===== src/rtl/req_sync_arbiter.sv =====
// Round-robin arbiter for four-phase level requests arriving from asynchronous
// source domains; each channel gets a registered level acknowledge back.

module bits_sync #(
    parameter int BUS_WIDTH  = 1,
    parameter int NUM_RETIME = 2
) (
    input  logic                 i_clk,
    input  logic [BUS_WIDTH-1:0] i_data,
    output logic [BUS_WIDTH-1:0] o_data
);
    logic [BUS_WIDTH-1:0] sync_q [NUM_RETIME];

    always_ff @(posedge i_clk) begin
        sync_q[0] <= i_data;
        for (int s = 1; s < NUM_RETIME; s++) begin
            sync_q[s] <= sync_q[s-1];
        end
    end

    assign o_data = sync_q[NUM_RETIME-1];
endmodule

module req_sync_arbiter #(
    parameter int  NUM_REQ    = 4,
    parameter int  NUM_RETIME = 2,
    localparam int ID_W       = $clog2(NUM_REQ)
) (
    input  logic               i_clk,
    input  logic               i_rst_n,
    input  logic [NUM_REQ-1:0] i_req_a,
    output logic [NUM_REQ-1:0] o_ack,
    output logic               o_gnt_valid,
    output logic [ID_W-1:0]    o_gnt_id,
    input  logic               i_gnt_ready
);
    typedef enum logic [1:0] {IDLE, PEND, ACKED} ch_state_e;

    ch_state_e          st     [NUM_REQ];
    ch_state_e          st_nxt [NUM_REQ];
    logic [NUM_REQ-1:0] req_s;
    logic [NUM_REQ-1:0] cand;
    logic [ID_W-1:0]    ptr;
    logic [ID_W-1:0]    sel_id;
    logic [ID_W:0]      idx;
    logic               sel_found;
    logic               accept;
    logic               load;

    bits_sync #(
        .BUS_WIDTH  (NUM_REQ),
        .NUM_RETIME (NUM_RETIME)
    ) u_req_sync (
        .i_clk  (i_clk),
        .i_data (i_req_a),
        .o_data (req_s)
    );

    assign accept = o_gnt_valid & i_gnt_ready;
    assign load   = ~o_gnt_valid | i_gnt_ready;

    // The channel being accepted is still PEND this cycle and must not be re-picked.
    always_comb begin
        cand = '0;
        for (int i = 0; i < NUM_REQ; i++) begin
            cand[i] = (st[i] == PEND) && !(accept && (o_gnt_id == ID_W'(i)));
        end
    end

    always_comb begin
        sel_found = 1'b0;
        sel_id    = '0;
        idx       = '0;
        for (int k = 0; k < NUM_REQ; k++) begin
            idx = {1'b0, ptr} + (ID_W+1)'(k);
            if (idx >= (ID_W+1)'(NUM_REQ)) idx = idx - (ID_W+1)'(NUM_REQ);
            if (!sel_found && cand[idx[ID_W-1:0]]) begin
                sel_found = 1'b1;
                sel_id    = idx[ID_W-1:0];
            end
        end
    end

    // A channel sitting in the grant register is committed: withdrawal no longer applies.
    always_comb begin
        for (int i = 0; i < NUM_REQ; i++) begin
            st_nxt[i] = st[i];
            case (st[i])
                IDLE: begin
                    if (req_s[i] && !o_ack[i]) st_nxt[i] = PEND;
                end
                PEND: begin
                    if (o_gnt_valid && (o_gnt_id == ID_W'(i))) begin
                        if (i_gnt_ready) st_nxt[i] = ACKED;
                    end else if (!(load && sel_found && (sel_id == ID_W'(i))) && !req_s[i]) begin
                        st_nxt[i] = IDLE;
                    end
                end
                ACKED: begin
                    if (!req_s[i]) st_nxt[i] = IDLE;
                end
                default: st_nxt[i] = IDLE;
            endcase
        end
    end

    always_ff @(posedge i_clk or negedge i_rst_n) begin
        if (!i_rst_n) begin
            for (int i = 0; i < NUM_REQ; i++) st[i] <= IDLE;
        end else begin
            for (int i = 0; i < NUM_REQ; i++) st[i] <= st_nxt[i];
        end
    end

    // Acks leave the domain, so each is a dedicated flop rather than a state decode.
    always_ff @(posedge i_clk or negedge i_rst_n) begin
        if (!i_rst_n) begin
            o_ack <= '0;
        end else begin
            for (int i = 0; i < NUM_REQ; i++) o_ack[i] <= (st_nxt[i] == ACKED);
        end
    end

    always_ff @(posedge i_clk or negedge i_rst_n) begin
        if (!i_rst_n) begin
            o_gnt_valid <= 1'b0;
            o_gnt_id    <= '0;
            ptr         <= '0;
        end else begin
            if (load) begin
                o_gnt_valid <= sel_found;
                if (sel_found) o_gnt_id <= sel_id;
            end
            if (accept) begin
                ptr <= (o_gnt_id == ID_W'(NUM_REQ-1)) ? '0 : o_gnt_id + ID_W'(1);
            end
        end
    end
endmodule


===== config.mk =====
export PLATFORM = sky130hd
export DESIGN_NAME = req_sync_arbiter
export DESIGN_NICKNAME = d
export VERILOG_FILES = /design/src/rtl/req_sync_arbiter.sv
export SDC_FILE = /design/constraint.sdc
export NUM_CORES = 1
export LEC_CHECK = 0
export BUFFER_PORTS_ARGS = -buffer_cell sky130_fd_sc_hd__buf_2
export CAP_MARGIN = 15
export CORE_MARGIN = 2
export CORE_UTILIZATION = 48
export CTS_BUF_LIST = sky130_fd_sc_hd__clkbuf_2 sky130_fd_sc_hd__clkbuf_4 sky130_fd_sc_hd__clkbuf_8
export DETAILED_ROUTE_END_ITERATION = 8
export HOLD_SLACK_MARGIN = 0.15
export PLACE_DENSITY_LB_ADDON = 0.3
export SETUP_SLACK_MARGIN = 0.02
export SYNTH_ARGS = -nofsm -noshare
export SYNTH_HDL_FRONTEND = slang
export SYNTH_SLANG_ARGS = --single-unit

===== constraint.sdc =====
create_clock -name i_clk -period 2.5 [get_ports i_clk]
set_input_delay 0.125 -clock i_clk [delete_from_list [all_inputs] [get_ports i_clk]]
set_output_delay 0.125 -clock i_clk [all_outputs]
set_load 0.01 [all_outputs]

== Word-level counts from Yosys, hierarchy flattened ==
Memory sizes are Yosys's and may differ from the RTL's.
Index checks and enable logic that the tools add are counted.

* Bits in registers: 17
* Bits in writable memories: 8
* Memories: 1
* Input port bits: 7

* Bitwise logic cells: 3
* Muxes and demuxes: 45
* Equal/unequal tests: 18
* Order comparisons: 8
* Add/subtract/negate cells: 8
* Reduce and logical (&&, ||, !) cells: 54

{| class="wikitable"
|+ Memory list
! memory !! words !! width !! rd ports !! clocked after Yosys merged registers in !! write ports !! line !! source
|-
| u_req_sync.sync_q || 2 || 4 || 2 || 0 || 2 || 12 || <nowiki>logic [BUS_WIDTH-1:0] sync_q [NUM_RETIME];</nowiki>
|}

{| class="wikitable"
|+ Operators by type and width
! operator !! count
|-
| $mux 2 || 29
|-
| $logic_and 1x1->1 || 28
|-
| $eq 2x2->1 const B || 12
|-
| $pmux 2 s3 || 4
|-
| $logic_not 1->1 || 19
|-
| $eq 2x1->1 const B || 6
|-
| $logic_not 2->1 || 6
|-
| $lt 2x3->1 const B || 4
|-
| $ge 3x3->1 const B || 3
|-
| $bmux 1 s2 || 4
|-
| $mux 1 || 8
|-
| $sub 2x1->2 const B || 4
|-
| $add 2x2->3 const B || 2
|-
| $add 2x1->3 const B || 1
|-
| $ge 2x3->1 const B || 1
|-
| $add 2x1->2 const B || 1
|-
| $reduce_and 2->1 || 1
|-
| $and 1x1->1 || 1
|-
| $not 1->1 || 1
|-
| $or 1x1->1 || 1
|}

== Logic depth before layout (Yosys ltp) ==
Gate-level depths: netlist of the first run.

* Word-level depth: 24
* Mapped depth: 8
* Depth with buffers taken out: 8

== Cells and area by module ==
From an unflattened synthesis of the first run, not the netlist that was laid out.

* Cell total of the unflattened synthesis: 111
* Area, all modules: 1,201.2 sq um

{| class="wikitable"
|+ By module, submodules not included
! module !! cells each !! times used !! seq. area each (sq um) !! area each (sq um)
|-
| req_sync_arbiter || 99 || 1 || 425.4 || 1,011.0
|-
| bits_sync || 12 || 1 || 160.2 || 190.2
|}

== Least setup slack after synthesis of the first run ==
No wires, ideal clock.

* Path kind: reg2reg
* Start point: register o_gnt_id[0]
* End point: register st[4] in the netlist's numbering
* Clock period less this slack: 1,838 ps
* Arrival time: 1,760 ps
* Setup slack: 662 ps
* Data required time: 2,423 ps
* Setup time: 77 ps
* Cell stages (with the launch flop): 9
* Path through: dfrtp_1 inv_1 ha_1 and3_4 or3_4 a21o_1 o221ai_2 nand4_1 a21oi_1

{| class="wikitable"
|+ RTL lines
! what !! line !! source
|-
| start: declaration || 34 || <nowiki>output logic [ID_W-1:0] o_gnt_id,</nowiki>
|-
| start signal: assignment || 132 || <nowiki>if (sel_found) o_gnt_id <= sel_id;</nowiki>
|-
| end: declaration || 39 || <nowiki>ch_state_e st [NUM_REQ];</nowiki>
|}

==> metrics.md, run 1 <==
| Metric | Value |
|---|---|
| Via count | `871` |
| Core ar. | `~2200 sq um` |
| Site row count | `17` |
| Via density | `5.513` |
| Clk pin slew, worst setup/hold paths | `0.12 ns` |
| Initial antenna violation count | `0` |
| Max Used Layer | `met4` |
| Combinational share of power | `0.486` |
| Critical path class | `reg2reg` |
| Worst reg2reg path depth | `8` |
| Multi-input logic area | `roughly 540 sq um` |
| Setup TNS | `0 ns` |
| Synth top area cells | `dfrtp_1 (37%), dfxtp_1 (14%), nand2_1 (4.9%)` |
| Critical Path RT | `2.70 ns` |
| Clk_lat worst skew | `0.31 ns` |
| Hold depth | `3` |
| Fraction of registers with async set/reset | `0.6800` |
| Yosys Warn Count | `0` |
| Clock sink total | `25` |
| Mapped cell area | `1155 sq um` |
| Vias in the first global route | `~830` |
| Root Driver | `clkbuf_4` |
| TritonCTS clock tree | `built` |
| Buffers on Ports | `13` |
| Pin count of the biggest net entering global routing | `18` |
| Final hold violations | `0` |
| Clock share of power | `0.115` |
| WP data arrival | `2.28 ns` |
| Slew Limit Headroom | `0.6865` |
| Total routed wirelength | `2083 um` |
| FF+latch count, synth | `25` |
| Psw | `665.1 uW` |
| Synth Flop Type | `dfrtp_1` |
| CTS Buffer Depth | `2` |
| Hold WC Path Type | `in2reg` |
| Crit path capture type | `flip-flop` |
| RSZ-0062 raised after global routing | `no` |
| CP Max Fanout | `5` |
| First-pass GRT wire length | `approximately 3500 um` |
| Avg Inst Size Synth | `10.50 sq um` |
| Starting density of the core | `0.5171` |
| DPL Wire Length | `between 1500 and 2000 um` |
| Max cap viols | `0` |
| Fraction of layout cells with a size suffix above 1 | `0.1846` |
| EDFF count, synth | `0` |
| Tightest Pin Transition | `between 0.4 and 0.5 ns` |
| Drt wl/cell | `13.18 um` |
| All-Layer GR Usage | `0.1790` |
| Cell internal pwr | `935.7 uW` |
| Fill count | `roughly 200` |
| Cts bufs inserted | `3` |
| Die Y-Extent | `53.05 um` |
| GPL Wtd Cong | `0.8125` |
| Final critical-path required period | `2.088 ns` |
| Peak supply drop | `0.6555 mV` |
| FF+latch area | `585.6 sq um` |
| Initial DRC count | `21` |
| DR DRC count | `0` |
| Post-Place Cells | `approximately 150` |
| GR Overflow Total | `0` |
| Skew final | `around 0.0047 ns` |
| Status | `finished clean` |
| Post-synthesis sequential area ratio | `0.5070` |
| Wire length on met2 | `roughly 1000 um` |
| Syn_nets | `121` |
| Most common cell after layout, fill and taps aside | `dfrtp_1` |
| Mapped Cells | `110` |
| Period utilization | `0.8351` |
| Total power draw | `1.601 mW` |
| Post-CTS setup buffers | `0` |
| Wire length on met3 | `between 70 and 80 um` |
| WL met1 | `977 um` |
| H-tree depth | `1` |
| Antenna Nets Post-Route | `0` |
| Cell variety after synth | `36` |
| Final-report setup violation count | `0` |
| Synth-to-Final Area Change | `13.98%` |
| Startpoint types | `flip-flop` |
| Final non-filler cell total | `158` |
| Fmax | `479.0 MHz` |
| I/O pin cnt | `14` |
| Yosys top cell by area | `dfrtp_1` |
| ANT cells | `0` |
| Drt pass-1 iters | `4` |
| R2R Setup Slk | `0.41 ns` |
| Slew Limit Fails | `0` |
| Die Footprint | `around 2800 sq um` |
| P_leak | `0.6029 nW` |
| Most frequent cells in the layout | `dfrtp_1 (17), nand2_1 (15), buf_2 (13)` |
| Sw frac | `0.4155` |
| Power share of the sequential group | `0.399` |
| Final net count | `142` |
| Pwr/cell area | `1216 nW/um^2` |
| Post-synth top area share | `0.3684` |
| Chip Width | `around 53 um` |
sequential cells by signal, summed over array words and instances, names as in the netlist:
signal             flops
ptr                    2
o_ack                  4
st                     8
o_gnt_valid            1
o_gnt_id               2
u_req_sync.sync_q      8
final timing paths:
kind                                                 start                              end
max                                o_gnt_id[0]$_DFFE_PN0P_                  st[0]$_DFF_PN0_
min                                            i_gnt_ready               ptr[0]$_DFFE_PN0P_
max reg2reg                        o_gnt_id[0]$_DFFE_PN0P_                  st[0]$_DFF_PN0_
min reg2reg                u_req_sync.sync_q[0][2]$_DFF_P_  u_req_sync.sync_q[0][6]$_DFF_P_
max in group asynchronous                          i_rst_n               o_ack[3]$_DFF_PN0_
min in group asynchronous                          i_rst_n                  st[2]$_DFF_PN0_
cells by family (layout without fill, tap and decap cells):
family,after synthesis,count (layout),synth area share
multiplexers,2,2,0.01842
AO/OA/AOI/OAI,29,29,0.1798
AND/OR/NAND/NOR,46,46,0.2286
flip-flops,25,25,0.5070
buffers and inverters,4,24,0.02276
adder cells (fa/ha/maj),4,4,0.04334
synthesized netlist by cell type, types with 2 or more instances:
cell       n
nor4b_1    2
o21ai_0   10
nand3_1    6
ha_1       4
dfxtp_1    8
dfrtp_1   17
nand2b_1   4
nor3b_1    2
o211ai_1   2
a21o_1     3
nor2_1     4
nor2b_1    2
inv_1      2
nand3b_1   3
nand2_1   15
a21oi_1    5
and2b_1    2
per-stage QoR:
| step | instance area, sq um | hold slack, ns | utilization | setup WS, ns |
|---|---|---|---|---|
| after floorplan | 1155 | -0.1706 | - | 0.6622 |
| after detailed placement | 1236 | 0.07141 | 0.5535 | 0.4207 |
| after global routing | 1316 | 0.2060 | 0.5894 | 0.1993 |
| after global placement | 1236 | 0.06936 | 0.5535 | 0.5139 |
| final | 1316 | 0.1884 | 0.5894 | 0.4122 |
| after CTS | 1316 | 0.1795 | 0.5894 | 0.3887 |
power by group through the flow:
stage               clock network [mW]  logic, mW  registers [mW]
floorplan                            0      0.600           0.625
global placement                     0      0.758           0.636
detailed placement                   0      0.768           0.647
CTS                              0.193      0.780           0.638
global route                     0.211      0.874           0.657
finish                           0.184      0.777           0.639
layer usage:
layer | vias to the layer above | GRT usage
met1 | 421 | 0.2143
li1 | 429 | -
met5 | - | 0
met3 | 4 | 0.03955
met2 | 17 | 0.2875
met4 | 0 | 0.1154
critical path, cell delays in order, from the launching register on:
cell and delay (ns):
dfrtp_1 0.45, inv_1 0.10, ha_1 0.24, nand3_1 0.12
nor2b_1 0.43, o21ai_0 0.15, a32o_1 0.29, nand3_1 0.09
o211ai_1 0.10
area by class of cell:
cell class,instances,area share
Sequential cell,25,0.4449
Tap cell,28,0.02662
Inverter,2,0.005703
Clock buffer,4,0.02281
Multi-Input combinational cell,81,0.4125
Timing Repair Buffer,18,0.08745
what timing repair did:
action / 4_1_cts / 5_1_grt
endpoints found under the hold margin: 21 / 0
hold buffers: 5 / 0
gates resized for setup: 0 / 0
No activity file was read; power rests on OpenSTA's default activity.
==> run 2: changes to the inputs <==
Clock period 2.5 ns to 1.75 ns, I/O delays scaled along.
==> metrics.md, run 2 (same netlist as run 1, synthesis figures left out) <==
| Metric | Value |
|---|---|
| Clock share of power | `0.090 (was 0.115)` |
| DR DRC count | `0 (unchanged)` |
| Violated checks | `setup timing` |
| Vias in the first global route | `932 (was 827)` |
| Initial antenna violation count | `0 (unchanged)` |
| H-tree depth | `1 (unchanged)` |
| Starting density of the core | `0.5171 (unchanged)` |
| Hold WC Path Type | `in2async (was in2reg)` |
| Power share of the sequential group | `0.308 (was 0.399)` |
| Antenna Nets Post-Route | `0 (unchanged)` |
| Core ar. | `2233 sq um (unchanged)` |
| Total power draw | `3.023 mW (was 1.601 mW)` |
| Psw | `1.236 mW (was 665.1 uW)` |
| CTS Buffer Depth | `2 (unchanged)` |
| Final hold violations | `0 (unchanged)` |
| Die Y-Extent | `53.05 um (unchanged)` |
| Period utilization | `1.079 (was 0.8351)` |
| Cell internal pwr | `1.788 mW (was 935.7 uW)` |
| Synth-to-Final Area Change | `36.84% (was 13.98%)` |
| CP Max Fanout | `8 (was 5)` |
| DPL Wire Length | `1675 um (was 1591 um)` |
| Clk_lat worst skew | `0.32 ns (was 0.31 ns)` |
| Slew Limit Headroom | `0.7356 (was 0.6865)` |
| Setup TNS | `-0.3609 ns (was 0 ns)` |
| Tightest Pin Transition | `0.3967 ns (was 0.4692 ns)` |
| Post-DP Area | `1318 sq um (was 1236 sq um)` |
| Buffers on Ports | `13 (unchanged)` |
| Fmax | `529.6 MHz (was 479.0 MHz)` |
| Slowest-stage cell, CP | `dfrtp_1 (unchanged)` |
| Final net count | `162 (was 142)` |
| Drt wl/cell | `14.89 um (was 13.18 um)` |
| Crit path capture type | `flip-flop (unchanged)` |
| GPL Wtd Cong | `0.8675 (was 0.8125)` |
| Skew final | `0.008636 ns (was 0.004748 ns)` |
| Die Footprint | `2814 sq um (unchanged)` |
| Startpoint types | `flip-flop (unchanged)` |
| Largest registers | `st x8, u_req_sync.sync_q x8, o_ack x4 (unchanged)` |
| Pin count of the biggest net entering global routing | `18 (unchanged)` |
| Site row count | `17 (unchanged)` |
| Via count | `999 (was 871)` |
| Chip Width | `53.05 um (unchanged)` |
| Most frequent cells in the layout | `buf_4 (18), dfrtp_1 (16), buf_2 (13) (was dfrtp_1 (17), nand2_1 (15), buf_2 (13))` |
| TritonCTS clock tree | `built (unchanged)` |
| Hold slack | `0.2012 ns (was 0.1884 ns)` |
| Slew Limit Fails | `0 (unchanged)` |
| Clk pin slew, worst setup/hold paths | `0.13 ns (was 0.12 ns)` |
| Total routed wirelength | `2650 um (was 2083 um)` |
| Initial DRC count | `25 (was 21)` |
| P_leak | `0.7277 nW (was 0.6029 nW)` |
| Final-report setup violation count | `6 (was 0)` |
| Most common cell after layout, fill and taps aside | `buf_4 (was dfrtp_1)` |
| ANT cells | `0 (unchanged)` |
| All-Layer GR Usage | `0.1996 (was 0.1790)` |
| CP top delay family | `simple AND/OR/NAND/NOR gates (unchanged)` |
| Pwr/cell area | `1913 nW/um^2 (was 1216 nW/um^2)` |
| Cts bufs inserted | `3 (unchanged)` |
| CP Cell Sequence | `and3_4 -> or3_4 -> a21boi_1 -> o211ai_1 -> nand2_1 -> o21ai_1 (was inv_1 -> ha_1 -> nand3_1 -> nor2b_1 -> o21ai_0 -> a32o_1 -> nand3_1 -> o211ai_1)` |
| Critical path class | `reg2reg (unchanged)` |
| Final critical-path required period | `1.888 ns (was 2.088 ns)` |
| Root Driver | `clkbuf_4 (unchanged)` |
| Critical Path RT | `2.00 ns (was 2.70 ns)` |
| PnR worst setup slack | `-0.1381 ns (was 0.4122 ns)` |
| Fraction of layout cells with a size suffix above 1 | `0.4267 (was 0.1846)` |
| Post-route cell area | `1580 sq um (was 1316 sq um)` |
| Crit path buffers/inverters | `0 (was 1)` |
| Combinational share of power | `0.602 (was 0.486)` |
| Worst path max stage delay | `0.54 ns (was 0.45 ns)` |
| Status | `finished, violations left (was finished clean)` |
| RSZ-0062 raised after global routing | `yes (was no)` |
| I/O pin cnt | `14 (unchanged)` |
| GR Overflow Total | `0 (unchanged)` |
| Max cap viols | `0 (unchanged)` |
| Drt pass-1 iters | `4 (unchanged)` |
| Clock sink total | `25 (unchanged)` |
| Sw frac | `0.4087 (was 0.4155)` |
| First-pass GRT wire length | `3988 um (was 3505 um)` |
| Via density | `5.612 (was 5.513)` |
| Peak supply drop | `1.249 mV (was 0.6555 mV)` |
| WP data arrival | `2.14 ns (was 2.28 ns)` |
==> run 2: cell count changes in the layout (fill, tap and decap cells not counted), moves of 2 or more <==
cell     before  now
nor2_1        4    2
inv_1         2    0
buf_4         0   18
nand2_2       0    3
nor2_4        0    2
nand3_1       6    2
ha_2          0    2
nand3_2       0    4
nand2_1      15   12
ha_1          4    1
==> run 2: final timing paths <==
check / endpoint / slack, ns / cells past startpoint / from
worst max-delay path: st[2]$_DFF_PN0_ / -0.14 / 6 / o_gnt_valid$_DFFE_PN0P_
worst min-delay path: o_gnt_valid$_DFFE_PN0P_ / 0.20 / 2 / i_rst_n
worst max register to register: st[2]$_DFF_PN0_ / -0.14 / 6 / o_gnt_valid$_DFFE_PN0P_
worst min register to register: u_req_sync.sync_q[0][6]$_DFF_P_ / 0.34 / 0 / u_req_sync.sync_q[0][2]$_DFF_P_
max in group asynchronous: o_gnt_id[0]$_DFFE_PN0P_ / 1.24 / 2 / i_rst_n
min in group i_clk: u_req_sync.sync_q[0][6]$_DFF_P_ / 0.34 / 0 / u_req_sync.sync_q[0][2]$_DFF_P_
==> run 2: cell type report <==
class,count,area (sq um)
Clock buffer,4,30.03
Fill cell,160,653.1
Inverter,2,10.01
Multi-Input combinational cell,81,646.9
Sequential cell,25,586.8
Tap cell,28,35.03
Timing Repair Buffer,38,271.5
==> run 2: metal layers <==
layer	share of wire	up-vias	wire [um]	global-route usage
met5	0	-	0	0
met4	0.032	0	85	0.1111
met3	0.026	10	70	0.03390
met2	0.51	21	1359	0.3438
met1	0.43	494	1135	0.2330
li1	-	474	-	-
==> run 2: what timing repair did <==
item | in CTS | in global routing
setup buffers | 3 | 6
pin swaps | 5 | 10
hold buffers | 6 | 0
hold endpoints to repair | 23 | 0
setup endpoints to repair | 6 | 6
gates resized for setup | 11 | 15
==> run 2: power by group through the flow <==
| stage | Sequential [mW] | Combinational (mW) | Clock, mW |
|---|---|---|---|
| 6_report | 0.931 | 1.82 | 0.273 |
| 5_1_grt | 0.953 | 1.96 | 0.304 |
| 4_1_cts | 0.904 | 1.49 | 0.274 |
| 3_3_place_gp | 0.910 | 1.25 | 0 |
| 2_1_floorplan | 0.899 | 0.868 | 0 |
| 3_5_place_dp | 0.920 | 1.29 | 0 |
==> run 2: stage by stage <==
| stage | utilization | instances | worst slack (ns) |
|---|---|---|---|
| 2_1_floorplan | - | 110 | 0.006045 |
| 3_3_place_gp | 0.5899 | 159 | -0.04354 |
| 3_5_place_dp | 0.5899 | 159 | -0.08793 |
| 4_1_cts | 0.6622 | 172 | -0.009181 |
| 5_1_grt | 0.7076 | 178 | -0.1509 |
| 6_report | 0.7076 | 178 | -0.1381 |
